**config.mk**
```make
export PLATFORM = sky130hd
export DESIGN_NAME = dhcp_lease_timer_flat
export DESIGN_NICKNAME = d
export VERILOG_FILES = /design/src/rtl/dhcp_lease_timer_if.sv /design/src/rtl/dhcp_lease_timer.sv /design/src/flat_wrapper.sv
export SDC_FILE = /design/constraint.sdc
export NUM_CORES = 1
export LEC_CHECK = 0
export CAP_MARGIN = 15
export CORE_MARGIN = 1
export CORE_UTILIZATION = 40
export CTS_CLUSTER_DIAMETER = 100
export CTS_CLUSTER_SIZE = 28
export DETAILED_ROUTE_END_ITERATION = 7
export GPL_ROUTABILITY_DRIVEN = 0
export PLACE_DENSITY_LB_ADDON = 0.05
export RECOVER_POWER = 100
export SETUP_SLACK_MARGIN = 0.15
export SLEW_MARGIN = 25
export SYNTH_ARGS = -nofsm -noshare
export SYNTH_HDL_FRONTEND = slang
export SYNTH_SLANG_ARGS = --single-unit
```
**constraint.sdc**
```tcl
create_clock -name tx_clock -period 4.99 [get_ports tx_clock]
set_input_delay 0.499 -clock tx_clock [delete_from_list [all_inputs] [get_ports tx_clock]]
set_output_delay 0.499 -clock tx_clock [all_outputs]
set_load 0.01 [all_outputs]
```
**src/rtl/dhcp_lease_timer_if.sv**
```systemverilog
// Signal bundle between dhcp_lease_timer (master) and the DHCP tx/rx engine (slave).
interface dhcp_lease_timer_if;
    logic        dhcp_success;
    logic        dhcp_failed;
    logic [31:0] lease;
    logic        dhcp_request;
    logic [3:0]  dhcp_seconds_timer;

    modport master (
        input  dhcp_success,
        input  dhcp_failed,
        input  lease,
        output dhcp_request,
        output dhcp_seconds_timer
    );

    modport slave (
        output dhcp_success,
        output dhcp_failed,
        output lease,
        input  dhcp_request,
        input  dhcp_seconds_timer
    );
endinterface

```
**src/rtl/dhcp_lease_timer.sv**
```systemverilog
// DHCP acquisition/renewal sequencer: DISCOVER retries, lease tracking, renewal at T1.
// Define DHCP_RETRY_BACKOFF_EN for exponential DISCOVER retry backoff (capped at 8x RETRY_SEC).
module dhcp_lease_timer #(
    parameter int unsigned CLK_HZ      = 125000000,
    parameter int unsigned RETRY_SEC   = 4,
    parameter int unsigned MAX_RETRIES = 4
) (
    input  logic               tx_clock,
    input  logic               reset,
    input  logic               link_up,
    dhcp_lease_timer_if.master dhcp,
    output logic               ip_valid,
    output logic               dhcp_give_up,
    output logic               lease_expired
);

    typedef enum logic [2:0] {
        WAIT_LINK,
        DISCOVER,
        WAIT_REPLY,
        BIND,
        BOUND,
        RENEW,
        WAIT_RENEW,
        GIVE_UP
    } state_e;

    localparam logic [31:0] PRESC_MAX = 32'(CLK_HZ - 1);
    localparam logic [31:0] RETRY_LD  = 32'(RETRY_SEC);
    localparam logic [31:0] RETRY_CAP = 32'(RETRY_SEC * 8);
    localparam logic [31:0] RETRY_LIM = 32'(MAX_RETRIES);
    localparam logic [31:0] LEASE_INF = 32'hFFFF_FFFF;

    function automatic logic [31:0] dec_sat(input logic [31:0] v);
        return (v == 32'd0) ? 32'd0 : v - 32'd1;
    endfunction

    logic [31:0] presc_q;
    logic        tick;
    logic        succ_hist_q, fail_hist_q;
    logic        succ_edge_q, fail_edge_q;
    logic [31:0] lease_q;
    logic [31:0] disc_ivl;

    state_e      state_q, state_d;
    logic [31:0] retry_cnt_q, retry_cnt_d;
    logic [31:0] retry_tmr_q, retry_tmr_d;
    logic [31:0] t1_q, t1_d;
    logic [31:0] expiry_q, expiry_d;
    logic        inf_q, inf_d;
    logic [3:0]  secs_q, secs_d;
    logic        ip_valid_q, ip_valid_d;
    logic        give_up_q, give_up_d;
    logic        req_q, req_d;
    logic        expired_q, expired_d;

    assign tick = (presc_q == PRESC_MAX);

    // NOTE: sequential state uses non-blocking assignments so every flop samples pre-edge values.
    always_ff @(posedge tx_clock) begin
        if (reset) begin
            presc_q <= 32'd0;
        end else begin
            presc_q <= tick ? 32'd0 : presc_q + 32'd1;
        end
    end

    // NOTE: the history copies load even while reset is held, so an input that is already high
    // at reset release is not taken for a rising edge; only the edge flags are cleared.
    always_ff @(posedge tx_clock) begin
        succ_hist_q <= dhcp.dhcp_success;
        fail_hist_q <= dhcp.dhcp_failed;
    end

    always_ff @(posedge tx_clock) begin
        if (reset) begin
            succ_edge_q <= 1'b0;
            fail_edge_q <= 1'b0;
            lease_q     <= 32'd0;
        end else begin
            succ_edge_q <= dhcp.dhcp_success & ~succ_hist_q;
            fail_edge_q <= dhcp.dhcp_failed & ~fail_hist_q;
            if (dhcp.dhcp_success && !succ_hist_q) begin
                lease_q <= dhcp.lease;
            end
        end
    end

`ifdef DHCP_RETRY_BACKOFF_EN
    // retry_cnt_q still holds the pre-increment count here, i.e. (retry_cnt - 1).
    always_comb begin
        if (retry_cnt_q >= 32'd3) begin
            disc_ivl = RETRY_CAP;
        end else begin
            disc_ivl = RETRY_LD << retry_cnt_q[1:0];
        end
    end
`else
    always_comb begin
        disc_ivl = RETRY_LD;
    end
`endif

    // NOTE: every variable written below gets a default first, so no path can infer a latch.
    always_comb begin
        state_d     = state_q;
        retry_cnt_d = retry_cnt_q;
        retry_tmr_d = retry_tmr_q;
        t1_d        = t1_q;
        expiry_d    = expiry_q;
        inf_d       = inf_q;
        secs_d      = secs_q;
        ip_valid_d  = ip_valid_q;
        give_up_d   = give_up_q;
        req_d       = 1'b0;
        expired_d   = 1'b0;

        if (tick && secs_q != 4'hF &&
            (state_q inside {DISCOVER, WAIT_REPLY, RENEW, WAIT_RENEW})) begin
            secs_d = secs_q + 4'd1;
        end

        unique case (state_q)
            WAIT_LINK: begin
                if (link_up) begin
                    retry_cnt_d = 32'd0;
                    secs_d      = 4'd0;
                    state_d     = DISCOVER;
                end
            end
            DISCOVER: begin
                req_d       = 1'b1;
                retry_tmr_d = disc_ivl;
                retry_cnt_d = retry_cnt_q + 32'd1;
                state_d     = WAIT_REPLY;
            end
            WAIT_REPLY: begin
                if (tick) retry_tmr_d = dec_sat(retry_tmr_q);
                if (succ_edge_q) begin
                    ip_valid_d = 1'b1;
                    state_d    = BIND;
                end else if (fail_edge_q || retry_tmr_q == 32'd0) begin
                    if (retry_cnt_q < RETRY_LIM) begin
                        state_d = DISCOVER;
                    end else begin
                        give_up_d = 1'b1;
                        state_d   = GIVE_UP;
                    end
                end
            end
            BIND: begin
                t1_d     = ((lease_q >> 1) == 32'd0) ? 32'd1 : (lease_q >> 1);
                expiry_d = lease_q;
                inf_d    = (lease_q == LEASE_INF);
                secs_d   = 4'd0;
                state_d  = BOUND;
            end
            BOUND: begin
                if (!inf_q) begin
                    if (tick) begin
                        t1_d     = dec_sat(t1_q);
                        expiry_d = dec_sat(expiry_q);
                    end
                    if (t1_q == 32'd0) begin
                        secs_d  = 4'd0;
                        state_d = RENEW;
                    end
                end
            end
            RENEW: begin
                req_d       = 1'b1;
                retry_tmr_d = RETRY_LD;
                if (tick) expiry_d = dec_sat(expiry_q);
                state_d     = WAIT_RENEW;
            end
            WAIT_RENEW: begin
                if (tick) begin
                    expiry_d    = dec_sat(expiry_q);
                    retry_tmr_d = dec_sat(retry_tmr_q);
                end
                // Expiry is tested before the retry timer so a coincident timeout restarts discovery.
                if (succ_edge_q) begin
                    ip_valid_d = 1'b1;
                    state_d    = BIND;
                end else if (fail_edge_q) begin
                    ip_valid_d  = 1'b0;
                    retry_cnt_d = 32'd0;
                    state_d     = DISCOVER;
                end else if (expiry_q == 32'd0) begin
                    expired_d   = 1'b1;
                    ip_valid_d  = 1'b0;
                    retry_cnt_d = 32'd0;
                    state_d     = DISCOVER;
                end else if (retry_tmr_q == 32'd0) begin
                    state_d = RENEW;
                end
            end
            GIVE_UP: begin
                give_up_d = 1'b1;
            end
            default: state_d = WAIT_LINK;
        endcase

        if (!link_up) begin
            state_d     = WAIT_LINK;
            retry_cnt_d = 32'd0;
            retry_tmr_d = 32'd0;
            t1_d        = 32'd0;
            expiry_d    = 32'd0;
            inf_d       = 1'b0;
            secs_d      = 4'd0;
            ip_valid_d  = 1'b0;
            give_up_d   = 1'b0;
            req_d       = 1'b0;
            expired_d   = 1'b0;
        end
    end

    always_ff @(posedge tx_clock) begin
        if (reset) begin
            state_q     <= WAIT_LINK;
            retry_cnt_q <= 32'd0;
            retry_tmr_q <= 32'd0;
            t1_q        <= 32'd0;
            expiry_q    <= 32'd0;
            inf_q       <= 1'b0;
            secs_q      <= 4'd0;
            ip_valid_q  <= 1'b0;
            give_up_q   <= 1'b0;
            req_q       <= 1'b0;
            expired_q   <= 1'b0;
        end else begin
            state_q     <= state_d;
            retry_cnt_q <= retry_cnt_d;
            retry_tmr_q <= retry_tmr_d;
            t1_q        <= t1_d;
            expiry_q    <= expiry_d;
            inf_q       <= inf_d;
            secs_q      <= secs_d;
            ip_valid_q  <= ip_valid_d;
            give_up_q   <= give_up_d;
            req_q       <= req_d;
            expired_q   <= expired_d;
        end
    end

    assign dhcp.dhcp_request       = req_q;
    assign dhcp.dhcp_seconds_timer = secs_q;
    assign ip_valid                = ip_valid_q;
    assign dhcp_give_up            = give_up_q;
    assign lease_expired           = expired_q;

endmodule

```
**src/flat_wrapper.sv**
```systemverilog
// flat-port wrapper written by rule: the top's interface ports become plain ports
module dhcp_lease_timer_flat 
#(
    parameter int unsigned CLK_HZ      = 125000000,
    parameter int unsigned RETRY_SEC   = 4,
    parameter int unsigned MAX_RETRIES = 4
)
  (tx_clock, reset, link_up, ip_valid, dhcp_give_up, lease_expired, dhcp_dhcp_success, dhcp_dhcp_failed, dhcp_lease, dhcp_dhcp_request, dhcp_dhcp_seconds_timer);
  dhcp_lease_timer_if dhcp_i ();
  input  logic tx_clock;
  input  logic reset;
  input  logic link_up;
  output logic ip_valid;
  output logic dhcp_give_up;
  output logic lease_expired;
  input wire logic [$bits(dhcp_i.dhcp_success)-1:0] dhcp_dhcp_success;
  input wire logic [$bits(dhcp_i.dhcp_failed)-1:0] dhcp_dhcp_failed;
  input wire logic [$bits(dhcp_i.lease)-1:0] dhcp_lease;
  output wire logic [$bits(dhcp_i.dhcp_request)-1:0] dhcp_dhcp_request;
  output wire logic [$bits(dhcp_i.dhcp_seconds_timer)-1:0] dhcp_dhcp_seconds_timer;
  assign dhcp_i.dhcp_success = dhcp_dhcp_success;
  assign dhcp_i.dhcp_failed = dhcp_dhcp_failed;
  assign dhcp_i.lease = dhcp_lease;
  assign dhcp_dhcp_request = dhcp_i.dhcp_request;
  assign dhcp_dhcp_seconds_timer = dhcp_i.dhcp_seconds_timer;
  dhcp_lease_timer #(.CLK_HZ(CLK_HZ), .RETRY_SEC(RETRY_SEC), .MAX_RETRIES(MAX_RETRIES)) u_core (.tx_clock(tx_clock), .reset(reset), .link_up(link_up), .dhcp(dhcp_i), .ip_valid(ip_valid), .dhcp_give_up(dhcp_give_up), .lease_expired(lease_expired));
endmodule
```
==> summary.md, run 1 <==
| Metric | Value |
|---|---|
| Insertion delay to the later sink of the worst-skew pair | `0.51 ns` |
| Clk sinks | `208` |
| Final period utilization | `approximately four fifths` |
| Die H | `roughly 170 um` |
| Die Wd | `between 150 and 200 um` |
| Synth unique cells | `74` |
| Initial Util | `40.8%` |
| Post-DP HPWL | `around 22 mm` |
| P&R area growth vs syn | `8.89%` |
| Core area | `27000 um^2` |
| N_diodes | `0` |
| Number of post-CTS setup repair buffers | `0` |
| Max IR drop VDD | `0.234 mV` |
| Clk pin slew, worst setup/hold paths | `between 0.1 and 0.15 ns` |
| Initial antenna violation count | `0` |
| Fraction of the yosys area taken by sequential cells | `a little under two fifths` |
| Syn Nets | `1447` |
| IO Port Bufs | `44` |
| Remaining DRCs | `0` |
| Layout Nets | `1439` |
| # resized after CTS | `0` |
| Max-Cap Viols | `2` |
| Synth warn | `0` |
| Worst Slack Setup Final | `1.04 ns` |
| DP Worst Slack | `around 1.7 ns` |
| Routed vias/inst | `between 5 and 6` |
| Root buffer cell | `clkbuf_16` |
| CP Max Fanout | `19` |
| Crit start category | `register` |
| Grt total ovfl | `0` |
| Clock H-tree levels | `1` |
| Most used DFF post-synth | `dfxtp_1` |
| Vias | `just over 10k` |
| Most common cell in the synthesized netlist | `dfxtp_1` |
| Hold path depth | `1` |
| Lkg Pwr | `~0.0042 uW` |
| Post-synth EDFFs | `0` |
| Worst-margin pin slew | `1.75 ns` |
| CP arrival | `4.37 ns` |
| Slew headroom | `-16.8%` |
| CTS Hold Bufs | `0` |
| CTS tree | `done` |
| Pin count of the biggest net entering global routing | `51` |
| Clk buf depth | `3` |
| Total track usage | `between 20% and 30%` |
| Max frequency | `253 MHz` |
| Placed inst area | `11700 um^2` |
| P per Cell Area | `257 nW/um^2` |
| Register-to-Register Path Depth | `7` |
| Slew Limit Fails | `66` |
| Mean Syn Cell Area | `7.84 um^2` |
| Top cells by area, synth | `dfxtp_1, nand2_1, nor2_1` |
| Final hold vios | `0` |
| Pre-antenna DRT Iters | `5` |
| Post-DRT Antenna Nets | `0` |
| Status | `finished, violations left` |
| First-pass GRT wire length | `roughly 53 mm` |
| Wire per inst | `18.7 um` |
| Die Area | `28100 um^2` |
| Final setup violation count | `0` |
| Post-layout instance area | `roughly 12000 um^2` |
| Critical path data required time | `5.41 ns` |
| Skew final | `about 0.044 ns` |
| Share of cells above drive strength 1 | `around 4.3%` |
| Vias in the first global route | `between 9k and 10k` |
| Num rows | `60` |
| Syn Inst Count | `1402` |
| Initial DRC count | `859` |
| Mapped Area | `11000 um^2` |
| Synth cell count leaders | `dfxtp_1, nand2_1, nor2_1` |
| Kind of critical path | `reg -> reg` |
| RSZ-0062 raised after global routing | `no` |
| Setup TNS | `0 ns` |
| Fin crit period | `approximately 3.9 ns` |
| Drt total wl | `~32 mm` |
| Num CTS Buffers | `12` |
| Crit. End Element | `register` |
| Hold Crit Class | `reg -> reg` |
| I/O pin cnt | `45` |
| FF+latch count, synth | `208` |
| Yosys top cell area share | `37.9%` |
| Violated checks | `capacitance limit, slew limit` |
| Synth async-reset ratio | `0%` |
| Cell accounting for the most synthesized area | `dfxtp_1` |
-- power breakdown --
group	switching [uW]	internal, uW	total (uW)
Clock	623	492	1120
Sequential	37.7	1680	1720
Combinational	150	97.1	248
Total	811	2270	3080
-- final timing paths --
path | slack, ns | startpoint | end
worst max register to register | 1.04 | u_core.presc_q[8] | u_core.t1_q[8]
worst min register to register | 0.40 | u_core.fail_hist_q | u_core.fail_edge_q
worst min-delay path | 0.40 | u_core.fail_hist_q | u_core.fail_edge_q
worst max-delay path | 1.04 | u_core.presc_q[8] | u_core.t1_q[8]
-- flip-flops by register name (all words and copies together) (netlist names), 3 cells and up --
| register | flops |
|---|---|
| u_core.state_q | 3 |
| u_core.expiry_q | 32 |
| u_core.t1_q | 32 |
| u_core.lease_q | 32 |
| u_core.retry_tmr_q | 32 |
| u_core.presc_q | 32 |
| u_core.dhcp.dhcp_seconds_timer | 4 |
| u_core.retry_cnt_q | 32 |
-- logic make-up (layout without fill, tap and decap cells) --
logic type,Yosys count,count (layout),share of synthesized area (%)
AO/OA/AOI/OAI,312,312,18.4
XOR/XNOR,70,70,5.58
adder cells (fa/ha/maj),8,8,0.911
buffers and inverters,107,102,4.37
flip-flops,208,208,37.9
multiplexers,6,6,0.558
AND/OR/NAND/NOR,691,691,32.3
-- stage by stage --
step           hold slack [ns]  total power [uW]  util (%)  cells
2_1_floorplan            0.372              1910         -   1402
3_3_place_gp             0.382              2010      43.3   1721
3_5_place_dp             0.379              2010      43.3   1721
4_1_cts                  0.396              3130      44.7   1738
5_1_grt                  0.424              3220      44.4   1738
6_report                 0.396              3080      44.4   1738
-- layout by cell type (no fill, tap or decap), drive strengths merged, types with 13 or more instances in the layout --
master         count
xnor2             53
clkbuf            19
a32o              22
o21ai             68
nand2            174
o22ai             17
a21oi             98
or3               23
dfxtp            208
nor3              82
o32ai             13
or4               19
nand4             47
buf               16
nor4              67
and3              18
xor2              17
o2bb2ai           16
inv               21
o31ai             14
clkdlybuf4s50     33
nand3             47
nor2             151
-- cell type report --
class	instances	area, um^2
fill	2784	15000
multi-input combinational	1087	6350
sequential	208	4160
timing repair buffer	65	571
tap	341	427
clock buffer	13	325
inverter	20	75.1
clock inverter	4	53.8
-- critical path, cell delays in order, from the launching register on --
cell and delay (ns):
dfxtp_1 0.42, or4bb_1 0.50, nor4_1 0.84, nand3_1 0.44, o31ai_4 0.83, clkbuf_1 0.47
a21oi_1 0.12, a311oi_1 0.24
-- per-layer routing --
layer  track usage, %  wire, um
met2             36.1     14300
met3             2.08      1260
met1             33.9     16200
met5                0         0
met4             5.74       676
Power figures use the tool's default switching activity.
==> run 2: changes to the inputs <==
clock period = 4 ns   (was 4.99 ns; I/O delays follow)
==> run 2 against run 1 <==
Combinational power increased by 26%. Die area unchanged. Critical endpoint is now u_core.expiry_q[14]. Critical path type unchanged. Non-clock buffer count increased by 4. Critical path depth unchanged. First-iteration DRC count increased by 15%. Highest routed layer unchanged. Register-to-register slack got worse by 0.40 ns. Sequential power increased by 24%. Cell count increased by 0.46%. The flow still finishes with violations (capacitance limit, slew limit). Routed wire length increased by 1.4%.
==> summary.md, run 2 (synthesized netlist as in run 1, its figures left out) <==
| Metric | Value |
|---|---|
| Slowest cell on crit path | `nor4_1` |
| Share of cells above drive strength 1 | `between 5 and 6%` |
| First-pass GRT wire length | `53.5 mm` |
| Violated checks | `capacitance limit, slew limit` |
| P&R area growth vs syn | `9.98%` |
| Routed vias/inst | `5.96` |
| Filler Cells Inserted | `roughly 2.8k` |
| Slew headroom | `-11.7%` |
| FF-to-FF End | `u_core.expiry_q[14]` |
| Lkg Pwr | `0.00426 uW` |
| Clk buf depth | `3` |
| Vias | `10.4k` |
| Setup TNS | `0 ns` |
| P per Cell Area | `329 nW/um^2` |
| Clk pin slew, worst setup/hold paths | `0.10 ns` |
| N_diodes | `0` |
| CP Max Fanout | `14` |
| Die Wd | `168 um` |
| Final hold vios | `0` |
| IO Port Bufs | `44` |
| Crit path from | `u_core.expiry_q[14]` |
| Worst setup endpoint | `u_core.expiry_q[14]` |
| Max frequency | `298 MHz` |
| DP Worst Slack | `between 0.9 and 1 ns` |
| Post-DP HPWL | `about 23 mm` |
| Pin count of the biggest net entering global routing | `56` |
| End-of-flow core utilization | `44.8%` |
| Clock H-tree levels | `1` |
| Pre-antenna DRT Iters | `7` |
| Remaining DRCs | `0` |
| Final period utilization | `between 80% and 90%` |
| Crit. End Element | `register` |
| CP arrival | `between 3 and 4 ns` |
| Critical path data required time | `~4.4 ns` |
| Crit path largest cell delay | `0.79 ns` |
| Hold Crit Class | `in -> reg` |
| # resized after CTS | `0` |
| Skew final | `0.0253 ns` |
| Total track usage | `roughly a quarter` |
| Die H | `168 um` |
| Die Area | `28100 um^2` |
| Worst-margin pin slew | `1.68 ns` |
| Vias in the first global route | `9827` |
| Worst R2R Start | `u_core.expiry_q[14]` |
| CTS tree | `done` |
| Register-to-Register Path Depth | `7` |
| Num CTS Buffers | `13` |
| Status | `finished, violations left` |
| Critical path, cell by cell | `nor4_1 > nand4_1 > nor3_1 > clkbuf_1 > and4b_1 > a22oi_1 > o22ai_1` |
| Worst Slack Setup Final | `0.641 ns` |
| Number of post-CTS setup repair buffers | `0` |
| Final setup violation count | `0` |
| Core area | `27000 um^2` |
| Initial antenna violation count | `0` |
| RSZ-0062 raised after global routing | `no` |
| Wire per inst | `roughly 19 um` |
| R2r setup slk | `0.64 ns` |
| Max IR drop VDD | `between 0.15 and 0.2 mV` |
| Layout Nets | `1444` |
| Num rows | `60` |
| Grt total ovfl | `0` |
| Insertion delay to the later sink of the worst-skew pair | `roughly 0.5 ns` |
| Slew Limit Fails | `34` |
| Drt total wl | `around 33 mm` |
| Crit start category | `register` |
| I/O pin cnt | `45` |
| Max-Cap Viols | `1` |
| Post-DRT Antenna Nets | `0` |
| Initial Util | `a little over 40%` |
| Initial DRC count | `984` |
| CTS Hold Bufs | `0` |
| Fin crit period | `3.36 ns` |
| Root buffer cell | `clkbuf_16` |
| Most common cell after layout, fill and taps aside | `dfxtp_1` |
| Kind of critical path | `reg -> reg` |
| Clk sinks | `208` |
| Most frequent cells in the layout | `dfxtp_1, nand2_1, nor2_1` |
[run 2: how the worst min path moves through the flow]
| stage | from | end | slack (ns) | depth (start not counted) |
|---|---|---|---|---|
| final | reset | u_core.succ_edge_q | 0.34 | 2 |
| after global routing | reset | u_core.lease_q[23] | 0.34 | 2 |
| after CTS | reset | u_core.succ_edge_q | 0.32 | 2 |
| after detailed placement | u_core.fail_hist_q | u_core.fail_edge_q | 0.38 | 1 |
| after global placement | u_core.fail_hist_q | u_core.fail_edge_q | 0.38 | 1 |
| after floorplan | u_core.fail_hist_q | u_core.fail_edge_q | 0.37 | 1 |
[run 2: worst max-delay path: cells and delay by family, from the launching register on]
family | cells | cell delay, ns
simple gates | 4 | 1.91
compound gates | 2 | 0.32
flops | 1 | 0.38
buf+inv | 1 | 0.61
[run 2: area by class of cell]
type | instances | area, um^2 | share of cell area, %
Clock buffer | 13 | 325 | 2.69
Clock inverter | 8 | 113 | 0.932
Inverter | 20 | 75.1 | 0.621
Multi-Input combinational cell | 1087 | 6380 | 52.8
Sequential cell | 208 | 4160 | 34.5
Tap cell | 341 | 427 | 3.53
Timing Repair Buffer | 69 | 598 | 4.95
[run 2: routing by layer]
layer	share of wire [%]	GRT usage (%)
met2	45	37.6
met4	2.1	6.58
met5	0	0
met1	48	32.8
met3	4.2	2.81
[run 2: through the flow]
| stage | cell area, um^2 | hold slack (ns) | cells | power (uW) |
|---|---|---|---|---|
| after floorplan | 11000 | 0.372 | 1402 | 2380 |
| after global placement | 11700 | 0.381 | 1725 | 2510 |
| after detailed placement | 11700 | 0.378 | 1725 | 2510 |
| after CTS | 12100 | 0.323 | 1746 | 4050 |
| after global routing | 12100 | 0.344 | 1746 | 4150 |
| final | 12100 | 0.338 | 1746 | 3980 |
[run 2: power breakdown]
part | internal (uW) | leakage [uW] | total, uW | switching, uW
Sequential | 2090 | 0.00168 | 2140 | 48.3
Clock | 703 | 0.000214 | 1530 | 822
Combinational | 123 | 0.00237 | 313 | 189
Total | 2920 | 0.00426 | 3980 | 1060
